$ cat src/rtl/uart_tx_arbiter.sv
// Round-robin arbiter that takes one word at a time from several producers and
// feeds it MSB byte first to a shared UART TX core, pacing each byte write.
module uart_tx_arbiter #(
  parameter int NUM_REQ    = 2,
  parameter int BIT_WIDTH  = 32,
  parameter int GAP_CYCLES = 16,
  parameter int SKIP_ZERO  = 1
) (
  input  logic                         clk,
  input  logic                         rst,
  input  logic [NUM_REQ-1:0]           req_valid,
  input  logic [NUM_REQ*BIT_WIDTH-1:0] req_data,
  output logic [NUM_REQ-1:0]           req_ready,
  input  logic                         uart_busy,
  output logic [7:0]                   uart_dat_i,
  output logic                         uart_wr_i,
  output logic [$clog2(NUM_REQ)-1:0]   grant_id,
  output logic                         active,
  output logic [1:0]                   o_dbg_state
);

  localparam int BYTES = BIT_WIDTH / 8;
  localparam int GW    = $clog2(NUM_REQ);
  localparam int BCW   = (BYTES > 1) ? $clog2(BYTES) : 1;
  localparam int CW    = (GAP_CYCLES > 1) ? $clog2(GAP_CYCLES) : 1;

  typedef enum logic [1:0] {
    S_IDLE = 2'd0,
    S_SEND = 2'd1,
    S_HOLD = 2'd2
  } state_t;

  state_t                 r_state;
  state_t                 w_next;
  logic [BIT_WIDTH-1:0]   r_shift;
  logic [BCW-1:0]         r_byte_cnt;
  logic [CW-1:0]          r_gap;
  logic [GW-1:0]          r_last_grant;
  logic [GW-1:0]          r_grant_id;

  logic                   w_found;
  logic [GW-1:0]          w_winner;
  logic [NUM_REQ-1:0]     w_onehot;
  logic [BIT_WIDTH-1:0]   w_word;
  logic                   w_take;
  logic                   w_zero_skip;

  // Rotating priority: indices above the last grant first, then wrap to 0.
  always_comb begin
    w_found  = 1'b0;
    w_winner = '0;
    for (int i = 0; i < NUM_REQ; i++) begin
      if (!w_found && req_valid[i] && (GW'(i) > r_last_grant)) begin
        w_found  = 1'b1;
        w_winner = GW'(i);
      end
    end
    for (int i = 0; i < NUM_REQ; i++) begin
      if (!w_found && req_valid[i] && (GW'(i) <= r_last_grant)) begin
        w_found  = 1'b1;
        w_winner = GW'(i);
      end
    end
  end

  // Handshake: a word moves on a cycle where req_valid[i] and req_ready[i] are
  // both high; ready is offered only in IDLE, to at most one requester, and
  // never while reset is asserted.
  always_comb begin
    w_onehot           = '0;
    w_onehot[w_winner] = 1'b1;
  end

  assign req_ready   = (r_state == S_IDLE && w_found && !rst) ? w_onehot : '0;
  assign w_take      = |(req_valid & req_ready);
  assign w_word      = req_data[int'(w_winner)*BIT_WIDTH +: BIT_WIDTH];
  assign w_zero_skip = (SKIP_ZERO != 0) && (w_word == '0);

  always_ff @(posedge clk or posedge rst) begin
    if (rst) r_state <= S_IDLE;
    else     r_state <= w_next;
  end

  always_comb begin
    w_next    = r_state;
    uart_wr_i = 1'b0;
    case (r_state)
      S_IDLE: if (w_take && !w_zero_skip) w_next = S_SEND;
      S_SEND: begin
        if (!uart_busy) begin
          uart_wr_i = 1'b1;
          w_next    = S_HOLD;
        end
      end
      S_HOLD: begin
        if (r_gap == '0) w_next = (r_byte_cnt == '0) ? S_IDLE : S_SEND;
      end
      default: w_next = S_IDLE;
    endcase
  end

  always_ff @(posedge clk or posedge rst) begin
    if (rst) begin
      r_shift      <= '0;
      r_byte_cnt   <= '0;
      r_gap        <= '0;
      r_last_grant <= GW'(NUM_REQ - 1);
      r_grant_id   <= '0;
    end else begin
      case (r_state)
        S_IDLE: begin
          if (w_take) begin
            r_shift      <= w_word;
            r_byte_cnt   <= BCW'(BYTES - 1);
            r_grant_id   <= w_winner;
            r_last_grant <= w_winner;
          end
        end
        S_SEND: begin
          if (!uart_busy) r_gap <= CW'(GAP_CYCLES - 1);
        end
        S_HOLD: begin
          // The UART's busy flag is ignored here; the holdoff covers its rise latency.
          if (r_gap == '0) begin
            if (r_byte_cnt != '0) begin
              r_shift    <= r_shift << 8;
              r_byte_cnt <= r_byte_cnt - BCW'(1);
            end
          end else begin
            r_gap <= r_gap - CW'(1);
          end
        end
        default: ;
      endcase
    end
  end

  assign uart_dat_i  = r_shift[BIT_WIDTH-1 -: 8];
  assign grant_id    = r_grant_id;
  assign active      = (r_state != S_IDLE);
  assign o_dbg_state = r_state;

endmodule
$ cat config.mk
export PLATFORM = sky130hd
export DESIGN_NAME = uart_tx_arbiter
export DESIGN_NICKNAME = d
export VERILOG_FILES = /design/src/rtl/uart_tx_arbiter.sv
export SDC_FILE = /design/constraint.sdc
export NUM_CORES = 1
export LEC_CHECK = 0
export CORE_MARGIN = 2
export CORE_UTILIZATION = 38
export CTS_CLUSTER_DIAMETER = 200
export DETAILED_ROUTE_END_ITERATION = 6
export PLACE_DENSITY = 0.73
export RECOVER_POWER = 50
export SKIP_LAST_GASP = 1
export SLEW_MARGIN = 10
export SYNTH_ARGS = -nofsm -noshare
export SYNTH_HDL_FRONTEND = slang
export SYNTH_SLANG_ARGS = --single-unit
$ cat constraint.sdc
create_clock -name clk -period 6.5 [get_ports clk]
set_clock_uncertainty 0.2 [all_clocks]
set_input_delay 1.3 -clock clk [delete_from_list [all_inputs] [get_ports clk]]
set_output_delay 1.3 -clock clk [all_outputs]
set_load 0.05 [all_outputs]
# Word level (Yosys, flattened, before mapping)
# Cells that the tools add are included.
# Widths: inputs -> output; s select.
classes:
  n_eq_ne: 8
  n_addsub: 2
  magnitude_cmp: 6
  mux: 28
  shifts: 1
  bitwise: 1
  reduce_logical: 29
ops:
  columns: ["op", "count"]
  rows:
  - ["$mux 32", 3]
  - ["$pmux 32 s2", 1]
  - ["$shiftx 64x7->32", 1]
  - ["$logic_not 32->1", 1]
  - ["$mux 2", 7]
  - ["$logic_and 1x1->1", 11]
  - ["$mux 1", 11]
  - ["$ne 2x2->1 const B", 5]
  - ["$mux 4", 2]
  - ["$pmux 4 s2", 1]
  - ["$reduce_bool 2->1", 4]
  - ["$pmux 2 s3", 1]
  - ["$reduce_and 3->1", 2]
  - ["$logic_not 1->1", 5]
  - ["$logic_not 2->1", 2]
  - ["$logic_not 4->1", 1]
  - ["$pmux 2 s2", 1]
  - ["$reduce_and 4->1", 1]
  - ["$sub 4x1->4 const B", 1]
  - ["$and 2x2->2", 1]
  - ["$eq 2x1->1 const B", 1]
  - ["$eq 2x2->1 const B", 1]
  - ["$gt 1x1->1 const A", 2]
  - ["$le 1x1->1 const A", 2]
  - ["other kinds (7)", 7]
totals:
  ff_bits: 42
  word_cells: 81
  out_inout_bits: 15

# Longest topological paths before layout
# Gate-level depths: netlist of run 1.
logic_depth:
  ltp_word: 25
  depth_mapped: 7

# Worst setup path after synthesis of run 1
# No wires, ideal clock.
synth_path:
  path_type: "input -> output"
  from: "in req_valid[1]"
  to: "out req_ready[1]"
  path_stages: 4
  setup_slack_ps: 2318
  arrival_time_ps: 2682
  path_cell_list: "a21bo_2 > clkbuf_1 > clkbuf_1 > nor2_1"
synth_between:
  elab_chain_len: 16
  elab_cells_between_ends: 22
  classes_between: "2 x order compare; 9 x mux; 11 x reduce/logical"
synth_lines:
  columns: ["item", "line", "rtl"]
  rows:
  - ["start: declaration", "11", "input logic [NUM_REQ-1:0] req_valid,"]
  - ["$logic_and 1x1->1 (2 in series)", "53", "if (!w_found && req_valid[i] && (GW'(i) > r_last_grant)) begin"]
  - ["$mux 1", "53", null]
  - ["$logic_not 1->1", "59", "if (!w_found && req_valid[i] && (GW'(i) <= r_last_grant)) begin"]
  - ["$logic_and 1x1->1 (2 in series)", "59", null]
  - ["$mux 1", "59", null]
  - ["$logic_not 1->1", "59", null]
  - ["$logic_and 1x1->1 (2 in series)", "59", null]
  - ["$mux 1", "59", null]
  - ["$lt 1x2->1 (not written as such) / $ge 1x1->1 (equally long branches)", "71", "w_onehot[w_winner] = 1'b1;"]
  - ["$logic_and 1x1->1 (not written as such)", "71", null]
  - ["$mux 1 (not written as such)", "71", null]
  - ["$demux 1 s1", "71", null]
  - ["$mux 2 (*)", "74", "assign req_ready = (r_state == S_IDLE && w_found && !rst) ? w_onehot : '0;"]
  - ["end: declaration", "13", "output logic [NUM_REQ-1:0] req_ready,"]
# Mark *: on every way between the ends. The rest lies on a longest branch, timed or not.

# Worst setup path after layout of run 1
layout_path:
  from: "in req_valid[0]"
  to: "out req_ready[1]"
layout_between:
  elab_chain_len: 19
  elab_cells_between_ends: 25
  classes_between: "2 x order compare; 10 x mux; 13 x reduce/logical"
layout_lines:
  columns: ["item", "line"]
  rows:
  - ["$logic_and 1x1->1", "53"]
  - ["$mux 1", "53"]
  - ["$logic_not 1->1", "53"]
  - ["$logic_and 1x1->1 (2 in series)", "53"]
  - ["$mux 1", "53"]
  - ["$logic_not 1->1", "59"]
  - ["$logic_and 1x1->1 (2 in series)", "59"]
  - ["$mux 1", "59"]
  - ["$logic_not 1->1", "59"]
  - ["$logic_and 1x1->1 (2 in series)", "59"]
  - ["$mux 1", "59"]
  - ["$lt 1x2->1 (not written as such) / $ge 1x1->1 (equally long branches)", "71"]
  - ["$logic_and 1x1->1 (not written as such)", "71"]
  - ["$mux 1 (not written as such)", "71"]
  - ["$demux 1 s1", "71"]
  - ["$mux 2 (*)", "74"]
# Marked as above.

==> impl_metrics.toml, run 1 <==
[worst_hold_path]
min_from = "grant_id"
hold_path_class = "register to register"

[setup_path]
regToRegSetupSlack_ps = 4020
cp-end-kind = "primary output"
crit_start = "req_valid[0]"
path_cells = "dlygate4sd3_1 > a21bo_1 > nor2_1 > clkdlybuf4s50_1"
worst_r2r_startpoint = "r_gap[0]"
cp_max_fo = 34
crit_slowest_cell = "a21bo_1"
crit_path_start_kind = "primary input"
slowest_delay_ps = 930
critPathKind = "primary input to primary output"
required_ps = 5000
cp.arrival_ps = 3800

[timing]
tns_ps = 0
drv_slew = 43
hold_viol_final = 0
max_freq_mhz = 189
rsz0062_at_grt = "false"
slew_headroom = -0.494
fin_crit_ps = 5300
period_share = 0.816
worst-slew-pin-transition_ps = 2240
finalSetupViolCount = 0

[logic_synthesis]
mappedNetlistNets = 340
synth_area_sq_um = 2520
ys_ff_latch = 42
syn_area_per_cell_sq_um = 9.39
synth_ff_type = "dfrtp_1"
synth_top_area_frac = 0.406
synth-edff-count = 0
ys_warn_count = 0
ys_types = 35
seq_area_frac_synth = 0.417
yosysTopAreaCell = "dfrtp_1"
synthCells = 269
synth-async-reset-ratio = 1.00
synth.area.top_cells = "dfrtp_1, mux2_4, nand2_1"

[floorplanning]
num_io_pins = 84
start_util = 0.395
dieArea_sq_um = 7310
die_h_microns = 85.5
core-area_sq_um = 6390
rows = 29
die_x_microns = 85.5

[detailed_routing]
drtAntennaViolNets = 0
wl_per_cell_microns = 15.9
route.vias.total = 2237
dr.pass1.iters = 4
drc_errors = 0
first_iter_violations = 128
drt-vias-per-instance = 5.38
finalWirelength_microns = 6630

[placed_design]
dp.cells = 408
port_buffers = 83
place_congestion = 0.935
place_hpwl_microns = 5020
placed_cell_area_sq_um = 3340

[clocking]
cts_tree = "done"
cts.sinks = 42
cts_root_buf = "clkbuf_8"
cts-hold-fix-buffers = 0
cts_buffers = 5
cts-htree-levels = 2
clk_path_buf_depth = 2
postCtsSetupRepairBufs = 0
cts_resized = 0
clkLatencyLatePin_ps = 290
clkTransAtPathRegs_ps = 80

[cells_and_area]
diodes = 0
fin_area_sq_um = 3430
fin_cells = 416
final_common_cell = "clkdlybuf4s50_1"
area_growth_syn_to_layout_pct = 35.7
drive_above_1_share = 0.118
multi_input_area_sq_um = 1310
most-common-layout-cells = "clkdlybuf4s50_1, nand2_1, dfrtp_1"
fill_cells = 569
regArea_sq_um = 1050
nNetsFinal = 409

[power_and_ir_drop]
power_per_cell_area_nw_per_um2 = 430
ir_worst_vdd_uv = 255
p_leak_nw = 1.51

[grt]
grt_pass1_wl_microns = 10800
grt_max_degree = 51
antenna_found_initial = 0
grt_overflow = 0
track_usage = 0.184
grt_pass1_vias = 2239

[run]
maxCapViolations = 1

[status]
status = "finished with violations"
violations = "capacitance limit, slew limit"
logic make-up (layout without fill, tap and decap cells):
family                   count (synthesis)  in the layout  synth area share
AO/OA/AOI/OAI                           47             47             0.126
multiplexers                            34             34             0.177
adder cells (fa/ha/maj)                  2              2           0.00991
AND/OR/NAND/NOR                        114            114             0.204
buffers and inverters                   30            100            0.0659
flip-flops                              42             42             0.417
cell usage after synthesis, types with 2 or more instances:
cell       number
a31oi_1        24
nand4_1         4
mux2_4         20
buf_6           3
o2bb2ai_1       8
clkbuf_1       13
nor2_1         29
a21oi_1         5
mux2_2          5
o22ai_1         2
mux2i_1         9
nand2_1        53
buf_4           8
ha_1            2
a21o_1          2
nand2b_1        2
nor4_1         16
nor3_1          3
dfrtp_1        41
inv_1           5
registers in the layout, summed over array words and instances (netlist names):
signal / flops
r_last_grant: 1
r_byte_cnt: 2
grant_id: 1
o_dbg_state: 2
r_shift: 32
r_gap: 4
routing by layer:
metal / track usage / share of wire / up-vias
met5: 0 / 0 / -
met4: 0.0577 / 0.021 / 0
met3: 0.0395 / 0.056 / 11
met2: 0.302 / 0.49 / 94
met1: 0.245 / 0.44 / 1041
li1: - / - / 1091
worst paths after layout:
| check | to | cells past startpoint |
|---|---|---|
| max | req_ready[1] | 4 |
| min | grant_id | 1 |
| max reg2reg | r_shift[22] | 6 |
| min reg2reg | grant_id | 1 |
| max in group asynchronous | r_shift[7] | 3 |
| min in group asynchronous | r_shift[1] | 3 |
through the flow:
stage,hold slack [ps],util,total power [W],setup slack [ps]
6_report,293,0.536,0.00147,1200
2_1_floorplan,257,-,0.00114,2320
3_5_place_dp,275,0.523,0.00130,1620
5_1_grt,313,0.536,0.00157,1070
4_1_cts,297,0.537,0.00148,1620
3_3_place_gp,269,0.523,0.00129,1670
critical path, delay by kind of cell:
kind            cells  cell delay [ps]
compound gates      1              930
buf+inv             2             1350
simple gates        1              210
area by class of cell:
cell class	count	area share
flip-flops and latches	42	0.307
inverters	5	0.00548
multi-input cells	197	0.382
well taps	77	0.0281
clock inverters	1	0.00146
clock buffers	7	0.0252
repair buffers	87	0.250
power by group:
group	switching [W]	leakage, nW	internal, W
Sequential	0.0000833	0.487	0.000395
Combinational	0.000426	0.976	0.000396
Clock	0.0000868	0.0482	0.0000858
Total	0.000596	1.51	0.000876
Note: power is estimated with default switching activity, not from simulation.
==> inputs of run 2 (changes only) <==
PLACE_DENSITY = 0.76   (was 0.73)
clock period = 4.8 ns   (was 6.5 ns; I/O delays follow)
==> run 2 against run 1 <==
Effect of this change: the flow still finishes with violations (capacitance limit, slew limit); wire length is 2.2% lower; critical path depth stayed put; worst hold slack worse by 3.5 ps; sequential share of layout area hardly changed; register-to-register slack worse by 2000 ps; critical endpoint unchanged; largest cell class unchanged; highest routed layer unchanged.
==> impl_metrics.toml, run 2 (synthesis results as in run 1) <==
[cells_and_area]
diodes = 0
fill_cells = 574
nNetsFinal = 410
most-common-layout-cells = "clkdlybuf4s50_1, nand2_1, dfrtp_1"
drive_above_1_share = 0.121
reg_top3 = "r_shift x32, r_gap x4"
final_util = 0.537
area_growth_syn_to_layout_pct = 35.8
final_common_cell = "clkdlybuf4s50_1"
largest_reg_flops = 32
regMostFlops = "r_shift"
fin_area_sq_um = 3430

[clocking]
cts.sinks = 42
cts-htree-levels = 2
clkLatencyLatePin_ps = 290
cts_resized = 0
cts_buffers = 5
clkTransAtPathRegs_ps = 80
cts-hold-fix-buffers = 0
clk_path_buf_depth = 2
postCtsSetupRepairBufs = 0
cts_root_buf = "clkbuf_8"
cts_tree = "done"

[detailed_routing]
first_iter_violations = 161
drc_errors = 0
dr.pass1.iters = 4
drtAntennaViolNets = 0
route.vias.total = 2232
finalWirelength_microns = 6490
wl_per_cell_microns = 15.6
drt-vias-per-instance = 5.35

[timing]
finalSetupViolCount = 0
rsz0062_at_grt = "false"
max_freq_mhz = 229
slew_headroom = -0.458
worst-slew-pin-transition_ps = 2190
drv_slew = 43
fin_crit_ps = 4370
tns_ps = 0
period_share = 0.910
hold_viol_final = 0

[floorplanning]
die_h_microns = 85.5
num_io_pins = 84
rows = 29
dieArea_sq_um = 7310
core-area_sq_um = 6390
start_util = 0.395
die_x_microns = 85.5

[grt]
grt_pass1_vias = 2205
track_usage = 0.187
grt_max_degree = 52
grt_pass1_wl_microns = 10700
grt_overflow = 0
antenna_found_initial = 0

[placed_design]
place_congestion = 0.840
port_buffers = 83
place_hpwl_microns = 4960
placed_cell_area_sq_um = 3350

[power_and_ir_drop]
ir_worst_vdd_uv = 402
p_leak_nw = 1.51
power_per_cell_area_nw_per_um2 = 580

[worst_hold_path]
hold_path_class = "register to register"

[run]
maxCapViolations = 1

[setup_path]
required_ps = 3640
critPathKind = "primary input to primary output"
cp-end-kind = "primary output"
cp_max_fo = 13
crit_path_start_kind = "primary input"
cp.arrival_ps = 3210

[status]
status = "finished with violations"
violations = "capacitance limit, slew limit"
run 2: report_power, final:
part           switching [W]  total (W)  internal, W
registers           0.000113   0.000648     0.000535
clock network       0.000117   0.000234     0.000116
logic               0.000571    0.00111     0.000535
total               0.000801    0.00199      0.00119
run 2: worst paths after layout:
kind / from / end / slack (ps) / cells past startpoint
max: rst / req_ready[1] / 430 / 4
min: grant_id / grant_id / 290 / 1
max reg2reg: o_dbg_state[0] / r_shift[19] / 2060 / 6
min reg2reg: grant_id / grant_id / 290 / 1
max in group asynchronous: rst / r_shift[24] / 1430 / 3
min in group asynchronous: rst / o_dbg_state[0] / 1730 / 3
run 2: layout make-up:
cell class	instances	area, sq um	share of cell area
multi-input cells	197	1310	0.381
flip-flops and latches	42	1050	0.307
repair buffers	88	865	0.252
well taps	77	96.3	0.0281
clock buffers	7	86.3	0.0252
inverters	5	18.8	0.00547
clock inverters	1	5.00	0.00146
run 2: routing by layer:
metal  vias to the layer above  GRT usage  share of wire
met3                        14     0.0433          0.055
met5                         -          0              0
met4                         0     0.0649          0.023
met2                        88      0.303           0.49
met1                      1040      0.246           0.43
li1                       1090          -              -
run 2: through the flow:
| stage | hold WS (ps) | total power (W) | setup slack (ps) | instances |
|---|---|---|---|---|
| final | 289 | 0.00199 | 434 | 417 |
| after global placement | 262 | 0.00174 | 689 | 409 |
| after detailed placement | 275 | 0.00177 | 622 | 409 |
| after floorplan | 257 | 0.00154 | 1300 | 269 |
| after CTS | 292 | 0.00200 | 624 | 417 |
| after global routing | 311 | 0.00213 | 360 | 417 |
run 2: critical path, cell delays in order:
cell and delay, ps:
dlygate4sd3_1 550, or3_1 590, nor2_1 260, clkdlybuf4s50_1 840
